--- config.mk ---
export PLATFORM = sky130hd
export DESIGN_NAME = ecp3_phase_ctlr
export DESIGN_NICKNAME = d
export VERILOG_FILES = /design/src/rtl/ecp3_phase_ctlr.sv
export SDC_FILE = /design/constraint.sdc
export NUM_CORES = 1
export LEC_CHECK = 0
export BUFFER_PORTS_ARGS = -buffer_cell sky130_fd_sc_hd__buf_4
export CAP_MARGIN = 20
export CORE_AREA = 2 2 65 83
export DETAILED_ROUTE_END_ITERATION = 6
export DIE_AREA = 0 0 67 85
export MAX_ROUTING_LAYER = met4
export PLACE_DENSITY_LB_ADDON = 0.25
export SETUP_SLACK_MARGIN = 0.3
export SLEW_MARGIN = 15
export SYNTH_ARGS = -nofsm -noshare
export SYNTH_HDL_FRONTEND = slang
export SYNTH_SLANG_ARGS = --single-unit
--- constraint.sdc ---
create_clock -name clk -period 3 [get_ports clk]
set_input_delay 0.3 -clock clk [delete_from_list [all_inputs] [get_ports clk]]
set_output_delay 0.3 -clock clk [all_outputs]
set_load 0.1 [all_outputs]
--- src/rtl/ecp3_phase_ctlr.sv ---
// ECP3 clock-alignment responder: steps the PLL phase until eclk/sclk alignment reads
// good, wrapping each move in an ECLKSYNC stop and a datapath reset, then monitors lock.
module ecp3_phase_ctlr #(
  parameter logic [1:0] GOOD_CODE     = 2'b01,
  parameter int         SETTLE_CYCLES = 128,
  parameter int         STOP_CYCLES   = 8,
  parameter int         RST_CYCLES    = 8,
  parameter int         MON_CYCLES    = 16,
  parameter int         MAX_STEPS     = 16
) (
  input  logic       clk,
  input  logic       reset,
  input  logic       lock,
  input  logic [1:0] align_status,
  input  logic       reset_datapath,
  output logic [3:0] phase,
  output logic       stop_out,
  output logic       reset_datapath_out,
  output logic       good,
  output logic       err
);
  localparam int CW = 16;
  localparam int SW = $clog2(MAX_STEPS + 1);
  localparam int MW = $clog2(MON_CYCLES + 1);

  typedef enum logic [2:0] {
    S_WAIT_LOCK, S_DPRST, S_SETTLE, S_SAMPLE, S_STOP, S_LOCKED, S_FAIL
  } state_t;

  state_t        state_q, state_d;
  logic [CW-1:0] cnt_q, cnt_d;
  logic [SW-1:0] steps_q, steps_d;
  logic [MW-1:0] mis_q, mis_d;
  logic [3:0]    phase_q, phase_d;
  logic          stop_q, stop_d;
  logic          rdo_q, rdo_d;
  logic          good_q, good_d;
  logic          err_q, err_d;
  logic          status_ok;

  assign status_ok = (align_status == GOOD_CODE);

  always_ff @(posedge clk) begin
    if (reset) begin
      state_q <= S_WAIT_LOCK;
      cnt_q   <= '0;
      steps_q <= '0;
      mis_q   <= '0;
      phase_q <= '0;
      stop_q  <= 1'b0;
      rdo_q   <= 1'b1;
      good_q  <= 1'b0;
      err_q   <= 1'b0;
    end else begin
      state_q <= state_d;
      cnt_q   <= cnt_d;
      steps_q <= steps_d;
      mis_q   <= mis_d;
      phase_q <= phase_d;
      stop_q  <= stop_d;
      rdo_q   <= rdo_d;
      good_q  <= good_d;
      err_q   <= err_d;
    end
  end

  // cnt_q counts down from N-1 so a timed state lasts exactly N cycles.
  always_comb begin
    state_d = state_q;
    cnt_d   = cnt_q;
    steps_d = steps_q;
    mis_d   = mis_q;
    case (state_q)
      S_WAIT_LOCK: begin
        if (lock) begin
          state_d = S_DPRST;
          cnt_d   = CW'(RST_CYCLES - 1);
        end
      end
      S_DPRST: begin
        if (cnt_q == '0) begin
          state_d = S_SETTLE;
          cnt_d   = CW'(SETTLE_CYCLES - 1);
        end else cnt_d = cnt_q - CW'(1);
      end
      S_SETTLE: begin
        if (cnt_q == '0) state_d = S_SAMPLE;
        else cnt_d = cnt_q - CW'(1);
      end
      S_SAMPLE: begin
        if (status_ok) begin
          state_d = S_LOCKED;
          mis_d   = '0;
        end else if (steps_q == SW'(MAX_STEPS - 1)) begin
          state_d = S_FAIL;
        end else begin
          state_d = S_STOP;
          steps_d = steps_q + SW'(1);
          cnt_d   = CW'(STOP_CYCLES - 1);
        end
      end
      S_STOP: begin
        if (cnt_q == '0) begin
          state_d = S_DPRST;
          cnt_d   = CW'(RST_CYCLES - 1);
        end else cnt_d = cnt_q - CW'(1);
      end
      S_LOCKED: begin
        steps_d = '0;
        if (reset_datapath) begin
          state_d = S_DPRST;
          cnt_d   = CW'(RST_CYCLES - 1);
        end else if (status_ok) begin
          mis_d = '0;
        end else if (mis_q == MW'(MON_CYCLES - 1)) begin
          state_d = S_STOP;
          cnt_d   = CW'(STOP_CYCLES - 1);
          mis_d   = '0;
        end else begin
          mis_d = mis_q + MW'(1);
        end
      end
      S_FAIL: ;
      default: state_d = S_WAIT_LOCK;
    endcase
    // Lock loss outranks everything; phase and steps survive so the search resumes.
    if (!lock && state_q != S_FAIL) state_d = S_WAIT_LOCK;
  end

  // Outputs are registered copies decoded from the state being entered.
  always_comb begin
    phase_d = phase_q;
    if (state_d == S_STOP && state_q != S_STOP) phase_d = phase_q + 4'd1;
    stop_d = (state_d == S_STOP);
    rdo_d  = (state_d == S_WAIT_LOCK) || (state_d == S_DPRST);
    good_d = (state_d == S_LOCKED);
    err_d  = (state_d == S_FAIL);
  end

  assign phase              = phase_q;
  assign stop_out           = stop_q;
  assign reset_datapath_out = rdo_q;
  assign good               = good_q;
  assign err                = err_q;
endmodule
## After elaboration in Yosys (flattened, before gate mapping)

Cells that the tools add are included.

| storage, ports and cells | value |
|---|---|
| register bits after elaboration | 37 |
| input port bits | 6 |

| cells by class | value |
|---|---|
| add/subtract/negate cells | 4 |
| eq/ne operators | 23 |
| muxes and demuxes | 29 |
| reduce and logical (&&, ||, !) cells | 12 |

Operator list:

| cell | number |
|---|---|
| $mux W16 | 9 |
| $pmux W16 S6 | 1 |
| $mux W5 | 6 |
| $mux W3 | 8 |
| $pmux W3 S7 | 1 |
| $pmux W5 S2 | 2 |
| $eq A3 B3 Y1 const B | 6 |
| $logic_not A16 Y1 | 1 |
| $sub A16 B1 Y16 const B | 1 |
| $ne A2 B2 Y1 const B | 6 |
| $ne A3 B3 Y1 const B | 4 |
| $add A5 B1 Y5 const B | 2 |
| $eq A5 B4 Y1 const B | 2 |
| $reduce_and A7 Y1 | 1 |
| $eq A3 B1 Y1 const B | 2 |
| $eq A3 B2 Y1 const B | 2 |
| $logic_not A3 Y1 | 2 |
| $reduce_and A3 Y1 | 2 |
| $reduce_bool A6 Y1 | 1 |
| $add A4 B1 Y4 const B | 1 |
| $mux W2 | 2 |
| $eq A2 B1 Y1 const B | 1 |
| $logic_and A1 B1 Y1 | 2 |
| $reduce_bool A2 Y1 | 1 |
| other kinds (2) | 2 |

## Depth between registers and ports, before layout

Gate-level depths: netlist (run 1).

| logic depth | value |
|---|---|
| word-level depth | 8 |
| mapped depth | 10 |
| gate-level depth less buffers | 9 |

## Least setup slack after synthesis (run 1)

OpenSTA, ideal clock, no wires.

| timing | value |
|---|---|
| path type | register -> register |
| start | reg cnt_q[0] |
| end | reg phase_q[3], in the netlist phase[3] |
| setup time | 71 ps |
| setup slack | 590 ps |
| period minus slack after synthesis | 2,410 ps |
| arrival time | 2,340 ps |
| buffers on the path | 0 |
| cell stages (with the launch flop) | 9 |
| path through | dfxtp_1 inv_1 ha_1 or4b_4 or4_4 o211ai_2 nand2_2 or4_1 a21oi_1 |

| on the way | value |
|---|---|
| cells in the longest elaborated chain, start to end | 6 |
| elaborated cells on any way between the ends | 8 |

Ends and longest elaborated chain:

| what | RTL line | RTL |
|---|---|---|
| start: declaration | 31 | `logic [CW-1:0] cnt_q, cnt_d;` |
| start signal: assignment | 56 | `cnt_q <= cnt_d;` |
| $logic_not A16 Y1 (*) | 81, 87, 103 |  |
| $mux W3 (on tied branches) | 103, 81, 87 |  |
| $pmux W3 S7 (*) | 73 | `case (state_q)` |
| $mux W3 (*) | 127 | `if (!lock && state_q != S_FAIL) state_d = S_WAIT_LOCK;` |
| $eq A3 B3 Y1 (*) | 133 | `if (state_d == S_STOP && state_q != S_STOP) phase_d = phase_q + 4'd1;` |
| $logic_and A1 B1 Y1 (*) | 133 |  |
| end signal: assignment | 59 | `phase_q <= phase_d;` |
| end: declaration | 34 | `logic [3:0] phase_q, phase_d;` |

Every way passes the cells marked *; elsewhere a longest branch is shown, timed or not.
A chain may end at the register's enable or synchronous reset.

## Final worst setup path (run 1)

| timing | value |
|---|---|
| start | reg cnt_q[0] |
| end | reg phase_q[2], in the netlist phase[2] |

Same word-level chain as after synthesis.

==> summary.md, run 1 <==
| Metric | Value |
|---|---|
| Cell Area, Placed | `2176 sq um` |
| Total number of vias | `approximately 1,800` |
| Global router's overall resource usage | `around 16%` |
| First-pass GRT wire length | `7320 um` |
| # IOs | `14` |
| CP max-delay cell | `or4_4` |
| Die Ht | `85 um` |
| RePlAce Congestion | `around 0.85` |
| H-Tree Depth | `2` |
| Routed wire length | `4270 um` |
| Drt first pass iters | `4` |
| Mapped cell area | `~2000 sq um` |
| Final Cycle Share | `85.57%` |
| Rows | `29` |
| Final Hold Viols | `0` |
| Final core occ | `between 40% and 50%` |
| Cell count after synthesis | `between 200 and 250` |
| Fin area | `2301 sq um` |
| Sw Pwr | `around 0.00028 W` |
| Synth top area cells | `dfxtp_1, nor2_1, a21oi_1` |
| Die X | `around 67 um` |
| EDFF count, synth | `0` |
| Critical path capture point type | `flop` |
| CTS Sinks | `37` |
| Share of cells above drive strength 1 | `approximately 14%` |
| Iter 0 DRT Violations | `approximately 110` |
| Setup Skew | `approximately 12 ps` |
| Netlist cell types | `47` |
| Leakage | `roughly 0.84 nW` |
| Worst hold path class | `primary input to flop` |
| Synthesized area per cell | `8.095 sq um` |
| Placed cell count | `317` |
| Status | `finished, final reports clean` |
| Min setup slack post-route | `roughly 430 ps` |
| Clock root buffer | `clkbuf_8` |
| Largest area contributor in the netlist | `dfxtp_1` |
| Critical path, cell by cell | `inv_1 > ha_2 > or4b_4 > or4_4 > o211ai_2 > nand3_2 > or4_1 > a21oi_1` |
| Gate power share | `between 10% and 20%` |
| Sequential share of power | `about half` |
| Vias in the first global route | `1,727` |
| #FFs+latches synth | `37` |
| Min Tclk post-route | `around 2600 ps` |
| Main synth FF type | `dfxtp_1` |
| Remaining antenna violation count | `0` |
| TritonCTS clock tree | `yes` |
| Largest net degree at the start of global routing | `30` |
| Dpl hpwl | `between 3000 and 4000 um` |
| Max Cap Violations | `0` |
| RSZ-0062 raised after global routing | `no` |
| DR vias/cell | `~5.6` |
| Slew @ Worst Pin | `573.5 ps` |
| Longest Clk Path Bufs | `2` |
| CTS buffer count | `5` |
| Clock share of power | `33.9%` |
| Area grow syn2layout | `15.08%` |
| Fin. max-slew vios | `0` |
| Worst-path clk slew | `80 ps` |
| Sw Share | `between 20% and 30%` |
| Setup CP Type | `flop to flop` |
| Final setup violation count | `0` |
| Clk Latency, worst-skew pair | `280 ps` |
| Ant diodes | `0` |
| Overflow left after global routing | `0` |
| Slowest stage delay, CP | `between 500 and 600 ps` |
| Drt wl/cell | `between 10 and 15 um` |
| Internal cell power | `0.0007546 W` |
| Pre-CTS setup slack | `between 300 and 400 ps` |
| Async S/R FF share, synth | `0%` |
| Crit path required time | `~3200 ps` |
| Area share of the largest cell type after synthesis | `37.05%` |
| Starting Density | `between 40 and 50%` |
| Nets | `roughly 280` |
| Post-synthesis sequential area ratio | `approximately 37%` |
| Critical path peak fanout | `6` |
| Crit path arrival time | `approximately 2800 ps` |
| Synthesized net count | `between 200 and 300` |
| Core area | `4935 sq um` |
| Rel. slew slack | `between 60 and 70%` |
| Worst vdd ir | `0.2552 mV` |
| Pwr dens | `approximately 450 nW/um^2` |
| Warnings, synthesis | `0` |
| Port Buf Inserts | `13` |
| Die area | `about 5700 sq um` |
| Fmax | `between 0.3 and 0.4 GHz` |
| Non-filler instance count after layout | `between 300 and 400` |
| Setup_tns | `0 ps` |
| Initial antenna violation count | `0` |
| Crit path launch type | `flop` |
| Detailed-route DRC error count | `0` |
==> per-layer routing <==
metal,track usage [%],vias up,routed length [um]
li1,-,937,-
met1,18.31,855,1931
met2,28.44,31,2126
met3,3.979,8,145
met4,5.195,0,66
met5,-,-,0
==> cells in the final DEF (no fill, tap or decap), types with 6 or more instances in the layout <==
master,netlist,layout
or4_1,6,6
nand3_1,6,6
nand2_1,19,19
nand2b_1,7,7
nor2_1,33,33
nor2b_1,7,7
dfxtp_1,37,37
or3_1,9,9
a21oi_1,20,19
o21ai_0,10,10
inv_1,8,8
nor3_1,11,11
buf_4,0,17
xor2_1,9,9
clkbuf_8,0,6
==> worst paths after layout <==
path	from	endpoint	slack, ps	cells past startpoint
max reg2reg	cnt_q[0]$_SDFFE_PP0P_	phase[2]$_SDFFE_PP0P_	430	8
min reg2reg	cnt_q[14]$_SDFFE_PP0P_	cnt_q[14]$_SDFFE_PP0P_	460	1
min	reset	mis_q[1]$_SDFFE_PP0P_	380	2
max	cnt_q[0]$_SDFFE_PP0P_	phase[2]$_SDFFE_PP0P_	430	8
==> synth_stat cells, drive strengths merged (2+ instances only) <==
library cell,n
nand3,7
xor2,9
nor3,11
o211ai,3
o41ai,2
nor2,33
mux2i,3
clkbuf,7
nor4,2
nand2,20
inv,8
and2,3
nor2b,7
a21oi,20
dfxtp,37
ha,5
nand4,4
nor3b,3
or3,9
nand2b,7
o31ai,4
o21ai,11
or4,8
a211oi,4
a31oi,3
nor4b,2
==> state kept, by name, summed over array words and instances, names as in the netlist <==
name,cells
cnt_q,16
mis_q,5
steps_q,5
phase,4
state_q,3
err,1
good,1
reset_datapath_out,1
stop_out,1
==> final cells by class <==
class / instances / area (sq um)
Clock buffer: 6 / 82.58
Clock inverter: 1 / 7.507
Fill cell: 516 / 2634
Inverter: 8 / 30.03
Multi-Input combinational cell: 195 / 1215
Sequential cell: 37 / 740.7
Tap cell: 62 / 77.57
Timing Repair Buffer: 18 / 147.6
==> cell families (layout without fill, tap and decap cells) <==
logic type / count (synthesis) / count (layout) / share of synthesized area [%]
AO/OA/AOI/OAI: 55 / 55 / 17.40
buffers and inverters: 15 / 33 / 2.816
AND/OR/NAND/NOR: 123 / 123 / 34.17
XOR/XNOR: 9 / 9 / 3.943
multiplexers: 3 / 3 / 1.502
flip-flops: 37 / 37 / 37.05
adder cells (fa/ha/maj): 5 / 5 / 3.129
==> through the flow <==
step,total power [W],hold slack (ps)
finish,0.001030,381.5
floorplan,0.0006437,427.1
global placement,0.0006835,467.8
CTS,0.001038,379.8
global route,0.001091,383.6
detailed placement,0.0006826,454.3
==> worst max-delay path, delay by kind of cell (launching register included) <==
kind / cells / cell delay [ps]
and+or+nand+nor: 4 / 1620
DFF: 1 / 320
AOI/OAI and AO/OA: 2 / 270
adders and majority gates: 1 / 200
buffers and inverters: 1 / 90
==> what timing repair did <==
action	CTS	global route
hold buffers	0	0
endpoints found under the setup margin	0	11
buffers inserted	0	3
gates resized for setup	0	3
==> power groups by stage <==
| stage | combinational (W) | sequential (W) | clock [W] |
|---|---|---|---|
| after detailed placement | 0.000154 | 0.000529 | 0 |
| after global routing | 0.000184 | 0.000521 | 0.000386 |
| after global placement | 0.000154 | 0.000529 | 0 |
| after CTS | 0.000154 | 0.000518 | 0.000366 |
| after floorplan | 0.000118 | 0.000526 | 0 |
| final | 0.000163 | 0.000518 | 0.000349 |
(Power assumes the default switching activity.)
==> inputs of run 2 (changes only) <==
==> constraint.sdc (replaced) <==
create_clock -name clk -period 3 [get_ports clk]
set_input_delay 0.6 -clock clk [delete_from_list [all_inputs] [get_ports clk]]
set_output_delay 0.6 -clock clk [all_outputs]
set_load 0.1 [all_outputs]
==> run 2 against run 1 <==
Effect of this change:
- final area down 1.4%
- register-to-register slack worse by 40 ps
- utilization down 0.66 points
- critical endpoint unchanged
==> summary.md, run 2 (synthesis results as in run 1) <==
| Metric | Value |
|---|---|
| RePlAce Congestion | `0.8302 (was 0.8528)` |
| Min Tclk post-route | `2612 ps (was 2567 ps)` |
| Detailed-route DRC error count | `0 (unchanged)` |
| Total number of vias | `1,820 (was 1,831)` |
| Nets | `273 (was 276)` |
| Final core occ | `45.97% (was 46.63%)` |
| Reg2reg setup slack | `390 ps (was 430 ps)` |
| Max Cap Violations | `0 (unchanged)` |
| Reg-to-reg endpoint | `phase[2]$_SDFFE_PP0P_ (unchanged)` |
| CTS Sinks | `37 (unchanged)` |
| Die Ht | `85 um (unchanged)` |
| Final Hold Viols | `0 (unchanged)` |
| Crit path arrival time | `2840 ps (was 2790 ps)` |
| First-pass GRT wire length | `7327 um (was 7320 um)` |
| Final setup violation count | `0 (unchanged)` |
| Ant diodes | `0 (unchanged)` |
| Critical path peak fanout | `6 (unchanged)` |
| Routed wire length | `4259 um (was 4270 um)` |
| Top reg by flops | `cnt_q (unchanged)` |
| CTS buffer count | `5 (unchanged)` |
| Share of cells above drive strength 1 | `13.69% (was 14.34%)` |
| Pwr dens | `459.5 nW/um^2 (was 447.7 nW/um^2)` |
| Die X | `67 um (unchanged)` |
| Largest net degree at the start of global routing | `30 (unchanged)` |
| Crit path launch | `cnt_q[0]$_SDFFE_PP0P_ (unchanged)` |
| Largest regs | `cnt_q: 16 flops, mis_q: 5 flops, steps_q: 5 flops (unchanged)` |
| Rows | `29 (unchanged)` |
| Critical path, cell by cell | `inv_1 > ha_2 > or4b_4 > or4_4 > o211ai_2 > nand3_2 > or4_1 > a21oi_1 (unchanged)` |
| Critical path capture point type | `flop (unchanged)` |
| Area grow syn2layout | `13.45% (was 15.08%)` |
| Commonest non-fill, non-tap cell in the layout | `dfxtp_1 (unchanged)` |
| Iter 0 DRT Violations | `118 (was 114)` |
| Clock root buffer | `clkbuf_8 (unchanged)` |
| Longest Clk Path Bufs | `2 (unchanged)` |
| Overflow left after global routing | `0 (unchanged)` |
| Setup Skew | `9.661 ps (was 11.76 ps)` |
| Drt first pass iters | `4 (unchanged)` |
| Port Buf Inserts | `13 (unchanged)` |
| # IOs | `14 (unchanged)` |
| H-Tree Depth | `2 (unchanged)` |
| Setup_tns | `0 ps (unchanged)` |
| Global router's overall resource usage | `17.17% (was 16.48%)` |
| Slew @ Worst Pin | `523.6 ps (was 573.5 ps)` |
| Final hold slack | `481.8 ps (was 381.5 ps)` |
| Worst-path clk slew | `80 ps (about the same)` |
| Worst hold path class | `flop to flop (was primary input to flop)` |
| Core area | `4935 sq um (unchanged)` |
| Dpl hpwl | `3074 um (was 3037 um)` |
| Fmax | `0.3828 GHz (was 0.3895 GHz)` |
| Worst vdd ir | `0.2434 mV (was 0.2552 mV)` |
| R2R cell count | `8 (unchanged)` |
| Cts hold-fix bufs | `0 (unchanged)` |
| Rel. slew slack | `64.86% (was 61.69%)` |
| Die area | `5695 sq um (unchanged)` |
| TritonCTS clock tree | `yes (unchanged)` |
| Worst setup endpoint | `phase[2]$_SDFFE_PP0P_ (unchanged)` |
| Fin. max-slew vios | `0 (unchanged)` |
| Remaining antenna violation count | `0 (unchanged)` |
| Pre-CTS setup slack | `268.5 ps (was 337.7 ps)` |
| Setup CP Type | `flop to flop (unchanged)` |
| Leakage | `0.8294 nW (was 0.8422 nW)` |
| Number of flip-flops in the largest register | `16 (unchanged)` |
| Most frequent cells in the layout | `dfxtp_1, nor2_1, a21oi_1, nand2_1, buf_4 (unchanged)` |
| Min setup slack post-route | `388.0 ps (was 432.8 ps)` |
| Worst R2R Start | `cnt_q[0]$_SDFFE_PP0P_ (unchanged)` |
| Clk Latency, worst-skew pair | `290 ps (was 280 ps)` |
| Initial antenna violation count | `0 (unchanged)` |
| RSZ-0062 raised after global routing | `yes (was no)` |
| CP max-delay cell | `or4_4 (unchanged)` |
| Slowest stage delay, CP | `550 ps (was 540 ps)` |
| Vias in the first global route | `1,641 (was 1,727)` |
| Starting Density | `40.52% (unchanged)` |
| DR vias/cell | `5.600 (was 5.599)` |
| Filler instances | `515 (was 516)` |
| Crit path required time | `3220 ps (about the same)` |
| Crit path launch type | `flop (unchanged)` |
| Area of the multi-input gates | `1211 sq um (was 1215 sq um)` |
| Final Cycle Share | `87.07% (was 85.57%)` |
| Register area | `740.7 sq um (unchanged)` |
| Drt wl/cell | `13.10 um (was 13.06 um)` |
| Status | `finished, final reports clean (unchanged)` |
## run 2: how the worst min path moves through the flow
stage	from	end	slack, ps	depth (start not counted)
after floorplan	cnt_q[14]$_SDFFE_PP0P_	cnt_q[14]$_SDFFE_PP0P_	430	1
after global placement	cnt_q[14]$_SDFFE_PP0P_	cnt_q[14]$_SDFFE_PP0P_	460	1
after detailed placement	cnt_q[14]$_SDFFE_PP0P_	cnt_q[14]$_SDFFE_PP0P_	460	1
after CTS	cnt_q[14]$_SDFFE_PP0P_	cnt_q[14]$_SDFFE_PP0P_	480	1
after global routing	cnt_q[14]$_SDFFE_PP0P_	cnt_q[14]$_SDFFE_PP0P_	500	1
final	cnt_q[14]$_SDFFE_PP0P_	cnt_q[14]$_SDFFE_PP0P_	480	1
## run 2: through the flow
step           power [W]  cell area [sq um]  std cells
2_1_floorplan  0.0006437               1999        247
3_3_place_gp   0.0006805               2156        316
3_5_place_dp   0.0006805               2156        316
4_1_cts         0.001055               2256        324
5_1_grt         0.001102               2268        325
6_report        0.001042               2268        325
## run 2: critical path, delay by kind of cell (launching register included)
family	cells	cell delay, ps
AOI/OAI and AO/OA	2	270
adders and majority gates	1	210
buffers and inverters	1	100
DFF	1	320
and+or+nand+nor	4	1640
## run 2: where the power goes
part | internal, W | switching (W)
Combinational | 0.0000642 | 0.0000912
Clock | 0.000186 | 0.000182
Sequential | 0.000503 | 0.0000156
Total | 0.000753 | 0.000289
## run 2: cell type report
class / instances / area share (%)
Clock buffer: 6 / 3.640
Clock inverter: 2 / 0.6067
Inverter: 8 / 1.324
Multi-Input combinational cell: 195 / 53.39
Sequential cell: 37 / 32.65
Tap cell: 62 / 3.420
Timing Repair Buffer: 15 / 4.964
## run 2: layer usage
layer / global-route usage [%] / wire length, um / vias to the layer above
met5: - / 0 / -
met4: 8.720 / 116 / 0
met3: 3.979 / 129 / 10
met2: 27.27 / 2162 / 24
met1: 19.87 / 1851 / 858
li1: - / - / 928
## run 2: timing repair
item | in CTS | in global routing
pin swaps | 0 | 0
endpoints found under the setup margin | 7 | 9
gates resized for setup | 1 | 2
buffers inserted | 0 | 1
==> inputs of run 3 (changes only) <==
--- a/config.mk
+++ b/config.mk
@@ -5,11 +5,13 @@
 export SDC_FILE = /design/constraint.sdc
 export NUM_CORES = 1
 export LEC_CHECK = 0
+export ABC_AREA = 1
 export BUFFER_PORTS_ARGS = -buffer_cell sky130_fd_sc_hd__buf_4
 export CAP_MARGIN = 20
-export CORE_AREA = 2 2 65 83
+export CORE_AREA = 2 2 68 86
 export DETAILED_ROUTE_END_ITERATION = 6
-export DIE_AREA = 0 0 67 85
+export DIE_AREA = 0 0 70 88
+export HOLD_SLACK_MARGIN = 0.1
 export MAX_ROUTING_LAYER = met4
 export PLACE_DENSITY_LB_ADDON = 0.25
 export SETUP_SLACK_MARGIN = 0.3
==> run 3 against run 2 <==
Effect of this change:
- maximum frequency up 22%
- die area increased by 8.2%
- clock power fell by 4%
- via count up 4.2%
- combinational power increased by 29%
- synthesized cell count rose by 23%
- count of clock-buffer cells in the layout is 1 higher
- sequential share of layout area fell by 1.8 points
- critical path type unchanged
==> summary.md, run 3 <==
| Metric | Value |
|---|---|
| Final setup violation count | `0 (unchanged)` |
| Xor/xnor cell area share of the yosys netlist | `5.606% (was 3.942%)` |
| Min Tclk post-route | `2140 ps (was 2612 ps)` |
| Largest regs | `cnt_q: 16 flops, mis_q: 5 flops, steps_q: 5 flops (unchanged)` |
| Clock root buffer | `clkbuf_8 (unchanged)` |
| Area grow syn2layout | `9.668% (was 13.45%)` |
| Setup CP Type | `flop to flop (unchanged)` |
| DR vias/cell | `4.966 (was 5.600)` |
| GR peak layer | `met2 (unchanged)` |
| #FFs+latches synth | `37 (unchanged)` |
| Netlist cell types | `33 (was 47)` |
| R2R cell count | `13 (was 8)` |
| Setup_tns | `0 ps (unchanged)` |
| Fmax | `0.4673 GHz (was 0.3828 GHz)` |
| H-Tree Depth | `2 (unchanged)` |
| Detailed-route DRC error count | `0 (unchanged)` |
| Mapped cell area | `2187 sq um (was 1999 sq um)` |
| Hold Crit Start | `mis_q[4]$_SDFFE_PP0P_ (was cnt_q[14]$_SDFFE_PP0P_)` |
| Die X | `70 um (was 67 um)` |
| Main combinational cell family by area after synthesis | `simple AND/OR/NAND/NOR gates (unchanged)` |
| Main synth FF type | `dfxtp_1 (unchanged)` |
| First-pass GRT wire length | `7610 um (was 7327 um)` |
| Post-Synth Adder-Cell Area | `2.860% (was 3.129%)` |
| Final Hold Viols | `0 (unchanged)` |
| Starting Density | `41.03% (was 40.52%)` |
| Cts hold-fix bufs | `0 (unchanged)` |
| Nets | `329 (was 273)` |
| Vias in the first global route | `1,772 (was 1,641)` |
| Initial antenna violation count | `0 (unchanged)` |
| Synthesized area per cell | `7.171 sq um (was 8.095 sq um)` |
| Total number of vias | `1,897 (was 1,820)` |
| Rel. slew slack | `70.18% (was 64.86%)` |
| Pwr dens | `448.0 nW/um^2 (was 459.5 nW/um^2)` |
| RePlAce Congestion | `0.8606 (was 0.8302)` |
| Iter 0 DRT Violations | `64 (was 118)` |
| Met3 Track Usage GR | `3.107% (was 3.979%)` |
| Cell with the most instances after synthesis | `nand2_1 (was dfxtp_1)` |
| Die Ht | `88 um (was 85 um)` |
| Fin. max-slew vios | `0 (unchanged)` |
| Worst vdd ir | `0.1802 mV (was 0.2434 mV)` |
| Synth cell count leaders | `nand2_1, nor2_1, dfxtp_1 (was dfxtp_1, nor2_1, a21oi_1)` |
| Global router's overall resource usage | `15.74% (was 17.17%)` |
| Leakage | `1.025 nW (was 0.8294 nW)` |
| Reg2reg setup slack | `860 ps (was 390 ps)` |
| Reg-to-reg endpoint | `cnt_q[14]$_SDFFE_PP0P_ (was phase[2]$_SDFFE_PP0P_)` |
| Post-CTS setup buffer count | `0 (unchanged)` |
| Top reg by flops | `cnt_q (unchanged)` |
| Drt wl/cell | `11.38 um (was 13.10 um)` |
| Largest net degree at the start of global routing | `26 (was 30)` |
| Clk Latency, worst-skew pair | `290 ps (about the same)` |
| TritonCTS clock tree | `yes (unchanged)` |
| Crit path arrival time | `2360 ps (was 2840 ps)` |
| Core area | `5330 sq um (was 4935 sq um)` |
| Drt first pass iters | `4 (unchanged)` |
| CTS Sinks | `37 (unchanged)` |
| Slew @ Worst Pin | `446.7 ps (was 523.6 ps)` |
| Area share of the largest cell type after synthesis | `33.87% (was 37.05%)` |
| Remaining antenna violation count | `0 (unchanged)` |
| EDFF count, synth | `0 (unchanged)` |
| Critical path capture point type | `flop (unchanged)` |
| Post-synthesis compound-gate area fraction | `10.07% (was 17.40%)` |
| Synth Area in Simple Gates | `39.19% (was 34.17%)` |
| Final Cycle Share | `71.34% (was 87.07%)` |
| CTS buffer count | `5 (unchanged)` |
| Status | `finished, final reports clean (unchanged)` |
| Worst-path clk slew | `70 ps (was 80 ps)` |
| Synth top area cells | `dfxtp_1, nand2_1, nor2_1 (was dfxtp_1, nor2_1, a21oi_1)` |
| Worst hold path class | `flop to flop (unchanged)` |
| Max Cap Violations | `0 (unchanged)` |
| Port Buf Inserts | `13 (unchanged)` |
| Multiplexer area fraction after synthesis | `0% (was 1.502%)` |
| Crit path required time | `3220 ps (about the same)` |
| Critical path peak fanout | `13 (was 6)` |
| Hold Path Sink | `mis_q[4]$_SDFFE_PP0P_ (was cnt_q[14]$_SDFFE_PP0P_)` |
| Cell count after synthesis | `305 (was 247)` |
| Met1 usage | `17.04% (was 19.87%)` |
| GRT met2 Usage | `28.05% (was 27.27%)` |
| Largest area contributor in the netlist | `dfxtp_1 (unchanged)` |
| Async S/R FF share, synth | `0% (unchanged)` |
| Worst R2R Start | `steps_q[0]$_SDFFE_PP0P_ (was cnt_q[0]$_SDFFE_PP0P_)` |
| Hold Path Depth | `2 (was 1)` |
| Routed wire length | `4348 um (was 4259 um)` |
| Synthesized net count | `316 (was 258)` |
| Longest Clk Path Bufs | `2 (unchanged)` |
| Rows | `30 (was 29)` |
| Filler instances | `571 (was 515)` |
| Commonest non-fill, non-tap cell in the layout | `nand2_1 (was dfxtp_1)` |
| Most frequent cells in the layout | `nand2_1, nor2_1, dfxtp_1, inv_1, a21oi_1 (was dfxtp_1, nor2_1, a21oi_1, nand2_1, buf_4)` |
| Placed cell count | `375 (was 316)` |
| Number of flip-flops in the largest register | `16 (unchanged)` |
| Crit path launch type | `flop (unchanged)` |
| Resized cells post-CTS | `0 (was 1)` |
| Post-synthesis sequential area ratio | `33.87% (was 37.05%)` |
| Overflow left after global routing | `0 (unchanged)` |
| Dpl hpwl | `3298 um (was 3074 um)` |
| Non-filler instance count after layout | `382 (was 325)` |
| RSZ-0062 raised after global routing | `no (was yes)` |
| Die area | `6160 sq um (was 5695 sq um)` |
| # IOs | `14 (unchanged)` |
| Ant diodes | `0 (unchanged)` |
| Share of cells above drive strength 1 | `18.87% (was 13.69%)` |
| Warnings, synthesis | `0 (unchanged)` |
| Setup Skew | `5.805 ps (was 9.661 ps)` |
-- run 3: cell types whose count changed in the layout (fill, tap and decap cells not counted), moves of 6 or more --
| cell | before | now |
|---|---|---|
| nand2_1 | 19 | 57 |
| inv_1 | 8 | 27 |
| nor2_1 | 33 | 45 |
| nand3_1 | 6 | 16 |
| or3_1 | 9 | 0 |
| inv_2 | 0 | 8 |
| nand3_2 | 1 | 9 |
| nor2_2 | 0 | 8 |
| nor2b_1 | 7 | 0 |
| xnor2_1 | 0 | 7 |
| nand2b_1 | 6 | 0 |
| or4_1 | 6 | 0 |
-- run 3: metrics by stage --
| step | total power (W) | util (%) | cell area, sq um | worst slack (ps) | hold slack [ps] |
|---|---|---|---|---|---|
| 2_1_floorplan | 0.0006980 | - | 2187 | 1314 | 422.1 |
| 4_1_cts | 0.001088 | 45.00 | 2399 | 835.9 | 445.2 |
| 3_5_place_dp | 0.0007308 | 43.38 | 2312 | 822.4 | 434.9 |
| 3_3_place_gp | 0.0007303 | 43.38 | 2312 | 851.6 | 430.6 |
| 6_report | 0.001075 | 45.00 | 2399 | 859.9 | 439.7 |
| 5_1_grt | 0.001133 | 45.00 | 2399 | 622.1 | 479.2 |
-- run 3: area by class of cell --
type,count,area [sq um],area share [%]
sequential,37,740.7,30.88
clock buffer,7,86.33,3.599
timing repair buffer,13,97.59,4.069
inverter,35,131.4,5.477
tap,64,80.08,3.339
multi-input combinational,226,1262,52.63
-- run 3: worst max-delay path, cell delays in order, from the launching register on --
cell and delay (ps):
dfxtp_1 330, ha_1 210, inv_1 70, nor3_1 50, ha_1 200, nand3_1 90
o21ai_2 70, nor2_2 80, nand3_2 250, inv_2 280, nand2_1 140, nor2_1 120
nand2_1 60, a21oi_1 110
-- run 3: worst max path at each step --
| stage | from | cells after the start | slack, ps | endpoint |
|---|---|---|---|---|
| CTS | steps_q[0]$_SDFFE_PP0P_ | 13 | 840 | cnt_q[14]$_SDFFE_PP0P_ |
| finish | steps_q[0]$_SDFFE_PP0P_ | 13 | 860 | cnt_q[14]$_SDFFE_PP0P_ |
| detailed placement | align_status[0] | 12 | 820 | cnt_q[14]$_SDFFE_PP0P_ |
| global placement | align_status[0] | 12 | 850 | cnt_q[14]$_SDFFE_PP0P_ |
| floorplan | phase[0]$_SDFFE_PP0P_ | 4 | 1310 | phase[2]$_SDFFE_PP0P_ |
| global route | steps_q[0]$_SDFFE_PP0P_ | 13 | 620 | cnt_q[12]$_SDFFE_PP0P_ |
-- run 3: power by group --
group          switching (W)  total [W]  internal, W
combinational       0.000126   0.000200    0.0000737
clock               0.000173   0.000355     0.000182
sequential         0.0000147   0.000520     0.000505
-- run 3: cell families after synthesis --
kind of cell	Yosys count
adder cells (fa/ha/maj)	5
XOR/XNOR	14
AND/OR/NAND/NOR	167
AO/OA/AOI/OAI	40
buffers and inverters	42
flip-flops	37
-- run 3: routing by layer --
metal,vias to the layer above,wire [um]
li1,1005,-
met1,863,1943
met2,20,2209
met3,9,99
met4,0,95
met5,-,0
